<file path="src/rtl/mux_arb_pkg.sv">
// Shared definitions for the two-requester mux arbiter: state encoding,
// counter widths and default parameters.
package mux_arb_pkg;

  typedef enum logic [1:0] {
    ARB_IDLE = 2'b00,
    ARB_G1   = 2'b01,
    ARB_G2   = 2'b10
  } arb_state_t;

  localparam int STATS_W      = 16;
  localparam int DEFAULT_HOLD = 8;
  localparam int DEFAULT_SIZE = 4;

  // Enough bits to represent 0..hold, so HOLD-1 always fits.
  function automatic int hold_cnt_width(input int hold);
    return $clog2(hold + 1);
  endfunction

endpackage

</file>
<file path="src/rtl/mux_arbiter_if.sv">
// Request/data/grant bundle between the requesters and the mux arbiter.
interface mux_arbiter_if
  import mux_arb_pkg::*;
#(
  parameter int SIZE = DEFAULT_SIZE
);

  logic            req1_;
  logic            req2_;
  logic [SIZE-1:0] inp1_;
  logic [SIZE-1:0] inp2_;
  logic            gnt1_;
  logic            gnt2_;
  logic [SIZE-1:0] out_data_;
  logic            out_valid_;

  modport master (
    output req1_, req2_, inp1_, inp2_,
    input  gnt1_, gnt2_, out_data_, out_valid_
  );

  modport slave (
    input  req1_, req2_, inp1_, inp2_,
    output gnt1_, gnt2_, out_data_, out_valid_
  );

endinterface

</file>
<file path="src/rtl/arb_hold_counter.sv">
// Saturating grant-hold counter; terminal flags the last cycle a grant may
// be held while the other requester is waiting.
module arb_hold_counter
  import mux_arb_pkg::*;
#(
  parameter int HOLD = DEFAULT_HOLD
) (
  input  logic clk,
  input  logic rst,
  input  logic clear,
  input  logic enable,
  output logic terminal
);

  localparam int CW = hold_cnt_width(HOLD);
  localparam logic [CW-1:0] LAST = CW'(HOLD - 1);

  logic [CW-1:0] count_q;

  assign terminal = (count_q == LAST);

  // Clear wins over enable; once terminal the count parks there.
  always_ff @(posedge clk) begin
    if (rst) begin
      count_q <= '0;
    end else if (clear) begin
      count_q <= '0;
    end else if (enable && !terminal) begin
      count_q <= count_q + 1'b1;
    end
  end

endmodule

</file>
<file path="src/rtl/mux_arbiter.sv">
// Round-robin, hold-bounded arbiter for a two-input mux with a registered
// valid-qualified output. Optional grant-entry counters: MUX_ARB_STATS_EN.
module mux_arbiter
  import mux_arb_pkg::*;
#(
  parameter int SIZE = DEFAULT_SIZE,
  parameter int HOLD = DEFAULT_HOLD
) (
  input  logic                clk,
  input  logic                rst,
`ifdef MUX_ARB_STATS_EN
  output logic [STATS_W-1:0]  gcnt1_,
  output logic [STATS_W-1:0]  gcnt2_,
`endif
  mux_arbiter_if.slave        bus
);

  arb_state_t state_q;
  arb_state_t cur_state;
  arb_state_t state_d;
  logic [1:0] last_q;
  logic       hold_clr;
  logic       hold_en;
  logic       hold_term;
  logic       enter1;
  logic       enter2;
  logic       gnt1;
  logic       gnt2;
  logic [SIZE-1:0] data_q;
  logic            valid_q;

  arb_hold_counter #(
    .HOLD (HOLD)
  ) u_hold (
    .clk      (clk),
    .rst      (rst),
    .clear    (hold_clr),
    .enable   (hold_en),
    .terminal (hold_term)
  );

  // The unused encoding 2'b11 behaves exactly like IDLE.
  always_comb begin
    case (state_q)
      ARB_G1:  cur_state = ARB_G1;
      ARB_G2:  cur_state = ARB_G2;
      default: cur_state = ARB_IDLE;
    endcase
  end

  always_comb begin
    state_d  = cur_state;
    hold_clr = 1'b1;
    hold_en  = 1'b0;
    case (cur_state)
      ARB_G1: begin
        if (!bus.req1_) begin
          state_d = bus.req2_ ? ARB_G2 : ARB_IDLE;
        end else if (hold_term && bus.req2_) begin
          state_d = ARB_G2;
        end else begin
          hold_clr = 1'b0;
          hold_en  = 1'b1;
        end
      end
      ARB_G2: begin
        if (!bus.req2_) begin
          state_d = bus.req1_ ? ARB_G1 : ARB_IDLE;
        end else if (hold_term && bus.req1_) begin
          state_d = ARB_G1;
        end else begin
          hold_clr = 1'b0;
          hold_en  = 1'b1;
        end
      end
      default: begin
        if (bus.req1_ && bus.req2_) begin
          state_d = (last_q == 2'd1) ? ARB_G2 : ARB_G1;
        end else if (bus.req1_) begin
          state_d = ARB_G1;
        end else if (bus.req2_) begin
          state_d = ARB_G2;
        end
      end
    endcase
  end

  always_comb begin
    enter1 = (state_d == ARB_G1) && (cur_state != ARB_G1);
    enter2 = (state_d == ARB_G2) && (cur_state != ARB_G2);
    gnt1   = (cur_state == ARB_G1);
    gnt2   = (cur_state == ARB_G2);
  end

  // last_q holds the requester id (1 or 2); reset value 2 lets req1_ win
  // the first tie.
  always_ff @(posedge clk) begin
    if (rst) begin
      state_q <= ARB_IDLE;
      last_q  <= 2'd2;
    end else begin
      state_q <= state_d;
      if (enter1) begin
        last_q <= 2'd1;
      end else if (enter2) begin
        last_q <= 2'd2;
      end
    end
  end

  // Word of the requester granted this cycle; holds when nobody is granted.
  always_ff @(posedge clk) begin
    if (rst) begin
      data_q  <= '0;
      valid_q <= 1'b0;
    end else begin
      valid_q <= gnt1 || gnt2;
      if (gnt1) begin
        data_q <= bus.inp1_;
      end else if (gnt2) begin
        data_q <= bus.inp2_;
      end
    end
  end

  always_comb begin
    bus.gnt1_      = gnt1;
    bus.gnt2_      = gnt2;
    bus.out_data_  = data_q;
    bus.out_valid_ = valid_q;
  end

`ifdef MUX_ARB_STATS_EN
  logic [STATS_W-1:0] gcnt1_q;
  logic [STATS_W-1:0] gcnt2_q;

  always_ff @(posedge clk) begin
    if (rst) begin
      gcnt1_q <= '0;
      gcnt2_q <= '0;
    end else begin
      if (enter1) begin
        gcnt1_q <= gcnt1_q + 1'b1;
      end
      if (enter2) begin
        gcnt2_q <= gcnt2_q + 1'b1;
      end
    end
  end

  assign gcnt1_ = gcnt1_q;
  assign gcnt2_ = gcnt2_q;
`endif

endmodule

</file>
<file path="src/flat_wrapper.sv">
// flat-port wrapper written by rule: the top's interface ports become plain ports
module mux_arbiter_flat import mux_arb_pkg::*;
#(
  parameter int SIZE = DEFAULT_SIZE,
  parameter int HOLD = DEFAULT_HOLD
)
  (clk, rst, bus_req1_, bus_req2_, bus_inp1_, bus_inp2_, bus_gnt1_, bus_gnt2_, bus_out_data_, bus_out_valid_);
  mux_arbiter_if #(.SIZE(SIZE)) bus_i ();
  input  logic clk;
  input  logic rst;
  input wire logic [$bits(bus_i.req1_)-1:0] bus_req1_;
  input wire logic [$bits(bus_i.req2_)-1:0] bus_req2_;
  input wire logic [$bits(bus_i.inp1_)-1:0] bus_inp1_;
  input wire logic [$bits(bus_i.inp2_)-1:0] bus_inp2_;
  output wire logic [$bits(bus_i.gnt1_)-1:0] bus_gnt1_;
  output wire logic [$bits(bus_i.gnt2_)-1:0] bus_gnt2_;
  output wire logic [$bits(bus_i.out_data_)-1:0] bus_out_data_;
  output wire logic [$bits(bus_i.out_valid_)-1:0] bus_out_valid_;
  assign bus_i.req1_ = bus_req1_;
  assign bus_i.req2_ = bus_req2_;
  assign bus_i.inp1_ = bus_inp1_;
  assign bus_i.inp2_ = bus_inp2_;
  assign bus_gnt1_ = bus_i.gnt1_;
  assign bus_gnt2_ = bus_i.gnt2_;
  assign bus_out_data_ = bus_i.out_data_;
  assign bus_out_valid_ = bus_i.out_valid_;
  mux_arbiter #(.SIZE(SIZE), .HOLD(HOLD)) u_core (.clk(clk), .rst(rst), .bus(bus_i));
endmodule
</file>
<file path="config.mk">
export PLATFORM = sky130hd
export DESIGN_NAME = mux_arbiter_flat
export DESIGN_NICKNAME = d
export VERILOG_FILES = /design/src/rtl/mux_arb_pkg.sv /design/src/rtl/mux_arbiter_if.sv /design/src/rtl/arb_hold_counter.sv /design/src/rtl/mux_arbiter.sv /design/src/flat_wrapper.sv
export SDC_FILE = /design/constraint.sdc
export NUM_CORES = 1
export LEC_CHECK = 0
export BUFFER_PORTS_ARGS = -buffer_cell sky130_fd_sc_hd__clkbuf_2
export CAP_MARGIN = 5
export CORE_AREA = 2 2 42 44
export DETAILED_ROUTE_END_ITERATION = 6
export DIE_AREA = 0 0 44 46
export GPL_ROUTABILITY_DRIVEN = 0
export GPL_TIMING_DRIVEN = 0
export PLACE_DENSITY = 0.77
export SYNTH_ARGS = -nofsm -noshare
export SYNTH_HDL_FRONTEND = slang
export SYNTH_SLANG_ARGS = --single-unit
</file>
<file path="constraint.sdc">
create_clock -name clk -period 4.7 [get_ports clk]
set_input_delay 0.235 -clock clk [delete_from_list [all_inputs] [get_ports clk]]
set_output_delay 0.235 -clock clk [all_outputs]
set_load 0.02 [all_outputs]
</file>
## Word-level counts from Yosys, hierarchy flattened

Index checks and enable logic that the tools add are counted.

- Flip-flop bits (word level): 13
- Output and inout port bits: 7

- Add/sub/neg operators: 1
- Equality and inequality tests: 10
- Mux-type cells: 26
- Reduce and logical (&&, ||, !) cells: 11

Operator list:

| kind | number |
|---|---|
| 2-bit 2-to-1 mux | 11 |
| 1-bit 2-to-1 mux | 9 |
| 2-bit by 1-bit == test with 1-bit output, second input constant | 4 |
| 4-bit 2-to-1 mux | 2 |
| 2-bit one-hot mux with 2 select lines | 2 |
| 2-bit == test, second input constant | 3 |
| 1-bit logical AND | 6 |
| 4-bit by 1-bit adder with 4-bit output, second input constant | 1 |
| 4-bit by 3-bit == test with 1-bit output, second input constant | 1 |
| 1-bit one-hot mux with 2 select lines | 2 |
| 2-bit nonzero test | 2 |
| 2-bit by 1-bit != test with 1-bit output, second input constant | 1 |
| 2-bit != test, second input constant | 1 |
| 2-bit OR reduction | 1 |
| 1-bit logical NOT | 1 |
| 1-bit logical OR | 1 |

## Logic depth before layout (Yosys ltp)

- Word-level depth: 10
- Depth in mapped cells: 8

## Modules after synthesis

From an unflattened synthesis, not the netlist that was laid out.

- Cells, all modules: 93
- Area, all modules: 775.7 um2

By module, submodules not included:

| module | area an instance (um2) | sequential area each (um2) | instances | cells an instance |
|---|---|---|---|---|
| mux_arbiter | 568.0 | 180.2 | 1 | 70 |
| arb_hold_counter | 207.7 | 80.1 | 1 | 23 |

## Worst setup path after synthesis

No wires, ideal clock.

- Kind: register to register
- Start: register u_core.state_q[0]
- End: register u_core.last_q[1]
- Data required time: 4.572 ns
- Period minus slack after synthesis: 1.767 ns
- Slack: 2.933 ns
- Setup time: 0.128 ns
- Cell stages (with the launch flop): 8
- Data arrival time: 1.640 ns
- Cells stage by stage: dfxtp_1 > inv_1 > ha_1 > clkbuf_2 > o211ai_1 > a221o_1 > a211oi_2 > a22oi_1

RTL lines:

| what | line | text |
|---|---|---|
| start: declaration | mux_arbiter.sv:18 | `arb_state_t state_q;` |
| start signal: assignment | mux_arbiter.sv:102 | `state_q <= state_d;` |
| 2-bit == test / 2-bit by 1-bit == test with 1-bit output (equally long branches) | mux_arbiter.sv:44 | `case (state_q)` |
| 2-bit one-hot mux with 2 select lines (*) | mux_arbiter.sv:44 |  |
| 2-bit == test (*) | -- |  |
| named net bus_gnt2_ | flat_wrapper.sv:16 | `output wire logic [$bits(bus_i.gnt2_)-1:0] bus_gnt2_;` |
| 2-bit one-hot mux with 2 select lines (*) | mux_arbiter.sv:55 | `case (cur_state)` |
| 2-bit by 1-bit == test with 1-bit output / 2-bit == test (equally long branches) | mux_arbiter.sv:89, mux_arbiter.sv:90 |  |
| 1-bit logical AND, on equally long branches | mux_arbiter.sv:89, mux_arbiter.sv:90 |  |
| 2-bit 2-to-1 mux / 2-bit nonzero test (equally long branches) | -- |  |
| end signal: assignment | mux_arbiter.sv:100 | `last_q <= 2'd2;` |
| end signal: assignment | mux_arbiter.sv:104 | `last_q <= 2'd1;` |
| end signal: assignment | mux_arbiter.sv:106 | `last_q <= 2'd2;` |
| end: declaration | mux_arbiter.sv:21 | `logic [1:0] last_q;` |

Mark *: on every way through the listed nets, which the timed path passes. The rest lies on a longest branch.
A chain may end at the register's enable or synchronous reset.

## Worst setup path in the final report

- Start: register u_core.state_q[0]
- End: register u_core.u_hold.count_q[3]

- Cells in the longest elaborated chain, start to end: 5

Ends and longest elaborated chain:

| what | line | text |
|---|---|---|
| 2-bit == test / 2-bit by 1-bit == test with 1-bit output (equally long branches) | mux_arbiter.sv:44 |  |
| 2-bit one-hot mux with 2 select lines (*) | mux_arbiter.sv:44 |  |
| 2-bit == test / 2-bit by 1-bit == test with 1-bit output (equally long branches) | mux_arbiter.sv:55 |  |
| 1-bit one-hot mux with 2 select lines | mux_arbiter.sv:55 |  |
| 2-bit OR reduction (no source line) / 1-bit logical AND (equally long branches) | -- |  |
| end signal: assignment | arb_hold_counter.sv:29 | `count_q <= count_q + 1'b1;` |
| end: declaration | arb_hold_counter.sv:18 | `logic [CW-1:0] count_q;` |

Every way passes the cells marked *; elsewhere a longest branch is shown, timed or not.

==> summary.txt <==
Clock tree
  – H-tree levels: 1
  – Sink Count: 13
  – CTS Buf Count: 3
  – Worst-Skew Late Latency: roughly 0.27 ns
  – Setup Buffers After CTS: 0
  – Cts repair resizes: 0
  – CTS tree: built
  – Root buffer cell: clkbuf_4
  – Post-CTS Hold Buffers: 0
  – Clock Pin Slew Worst Setup and Hold Paths: about 0.08 ns
  – Clock Tree Buf Depth: 2

Timing
  – Min cycle time layout: ~1.8 ns
  – # setup viols final: 0
  – Setup TNS: 0 ns
  – RSZ-0062 raised after global routing: false
  – FMAX: about 550 MHz
  – Fin crit share: 0.388
  – Rel. slew slack: 0.680
  – Final Hold Viols: 0
  – Clock Skew: roughly 0.00065 ns
  – Max Transition Viols Final: 0
  – Slew @ Worst Pin: about 0.48 ns

Synthesis
  – Ys Warns: 0
  – Syn nets: 116
  – Synthesized area: 803 sq um
  – Avg Inst Size Synth: between 8 and 9 sq um
  – Area share of the largest cell type after synthesis: 0.324
  – Sequential cell area fraction in the yosys report: 0.324
  – Post-synthesis cell type count: 32
  – Cells after Synth: 99
  – Area leader, netlist: dfxtp_1
  – Synth area leaders: dfxtp_1, ha_1, mux2i_1
  – Yosys reg bits: 13

Floorplan
  – Core area: ~1600 sq um
  – Die height: approximately 46 microns
  – Die Span X: about 44 microns
  – Initial core utilization: 0.498
  – Boundary pin count: 19
  – Die area: just over 2000 sq um
  – Cell Rows: 15

Pwr
  – Power Dens Cells: between 400 and 500 nW/um^2
  – Max VDD drop: about 0.36 mV
  – Leak: approximately 0.4 nW
  – Total chip power: ~460 uW

Critical path
  – Crit end category: register
  – Setup CP Type: reg -> reg
  – Largest fanout on the critical path: 10
  – WP data required: 4.87 ns
  – Crit path DAT: 2.00 ns
  – Critical Path Start Type: register

Final layout
  – Final Cell Area: between 900 and 1000 sq um
  – Post-route non-filler standard cell count: 136
  – Most frequent cells in the layout: clkbuf_2, nor2_1, dfxtp_1
  – Commonest non-fill, non-tap cell in the layout: clkbuf_2
  – Final #Nets: ~140
  – Post-Route Utilization: 0.577
  – Ant. Diodes: 0
  – Area Overhead vs Synth: 15.9%
  – Layout cells sized above 1: 0.227

Detailed routing
  – WL/cell: ~12 microns
  – Number of DRC markers in iteration 0: 4
  – Via density: 5.69
  – Routed WL: around 1700 microns
  – Antenna violation net count after detailed routing: 0
  – DRC viols: 0
  – DR vias: a little under 800
  – TritonRoute pass-1 iters: 4

Global route
  – Global-route met2 utilization: 0.315
  – Met1 Resource Use GR: 0.224
  – Most Crowded Layer GR: met2
  – GRT Total Usage: 0.186
  – Vias in the first global route: between 600 and 700
  – Global-route wire length before repair: 2810 microns
  – Overflow after GRT: 0
  – Pin count of the biggest net entering global routing: 11
  – Met3 GRT Util: 0.0357
  – Antenna violations before repair: 0

Place
  – Placed cell count: 132
  – Count of input and output buffers: 16
  – Hpwl dp: ~1300 microns
  – Placed cell area: 905 sq um

Status
  – Status: completed

Min path
  – Worst hold path class: in -> reg

Job
  – Max-cap violations: 0
[Yosys cell counts (all sizes together)]
| master | instances |
|---|---|
| buf | 5 |
| nand2b | 2 |
| a41oi | 1 |
| a22o | 2 |
| nand2 | 6 |
| a31oi | 2 |
| o211ai | 2 |
| inv | 8 |
| mux2i | 6 |
| a221oi | 1 |
| o21ai | 3 |
| nor2 | 15 |
| nor3 | 1 |
| nand4 | 2 |
| ha | 5 |
| a22oi | 3 |
| and3b | 1 |
| clkbuf | 2 |
| o221ai | 1 |
| a211oi | 2 |
| nand3 | 2 |
| nor2b | 1 |
| a21oi | 7 |
| nand4b | 2 |
| xor2 | 1 |
| or2 | 1 |
| dfxtp | 13 |
| a221o | 1 |
| xnor2 | 1 |
[cell families after synthesis]
kind of cell | share of synthesized area
and+or+nand+nor | 0.196
AOI/OAI and AO/OA | 0.217
buffers and inverters | 0.0888
DFF | 0.324
muxes | 0.0748
adders and majority gates | 0.0779
xor gates and xnor gates | 0.0218
[routing by layer]
| layer | vias up | routed length (microns) |
|---|---|---|
| li1 | 389 | - |
| met1 | 368 | 730 |
| met2 | 13 | 839 |
| met3 | 4 | 60 |
| met4 | 0 | 24 |
| met5 | - | 0 |
[worst max-delay path, stage by stage, from the launching register on]
cell and delay [ns]:
dfxtp_1 0.37, inv_1 0.07, ha_1 0.28, buf_2 0.17, nor3_1 0.44, nand4_1 0.17
xor2_1 0.17, nor2_1 0.05
[flip-flops by register name, summed over array words and instances (netlist names)]
signal                 cells
u_core.bus.out_data_       4
u_core.last_q              2
u_core.state_q             2
u_core.u_hold.count_q      4
u_core.bus.out_valid_      1
[report_power, final]
group          total [mW]  switching (mW)  internal (mW)
registers           0.155          0.0152          0.139
clock network      0.0686          0.0357         0.0329
logic               0.240           0.145         0.0950
[path summary, 6_finish.rpt]
kind | from | endpoint | slack (ns) | depth (start not counted)
max | u_core.state_q[0]$_SDFF_PP0_ | u_core.u_hold.count_q[3]$_SDFFE_PP0P_ | 2.88 | 7
min | rst | u_core.bus.out_data_[3]$_SDFFE_PP0N_ | 0.26 | 2
max reg2reg | u_core.state_q[0]$_SDFF_PP0_ | u_core.u_hold.count_q[3]$_SDFFE_PP0P_ | 2.88 | 7
min reg2reg | u_core.bus.out_data_[3]$_SDFFE_PP0N_ | u_core.bus.out_data_[3]$_SDFFE_PP0N_ | 0.49 | 2
[metrics by stage]
step           hold WS, ns  setup slack (ns)
5_1_grt              0.293              2.73
3_5_place_dp         0.476              2.86
4_1_cts              0.266              2.85
3_3_place_gp         0.468              2.94
6_report             0.264              2.88
2_1_floorplan        0.487              2.93
[final cells by class]
cell class                      count  area [sq um]
Inverter                            8          30.0
Tap cell                           17          21.3
Timing Repair Buffer               16          80.1
Multi-Input combinational cell     71           472
Sequential cell                    13           260
Clock buffer                        4          26.3
Fill cell                         164           683
Buffer                              7          41.3
(Power assumes the default switching activity.)
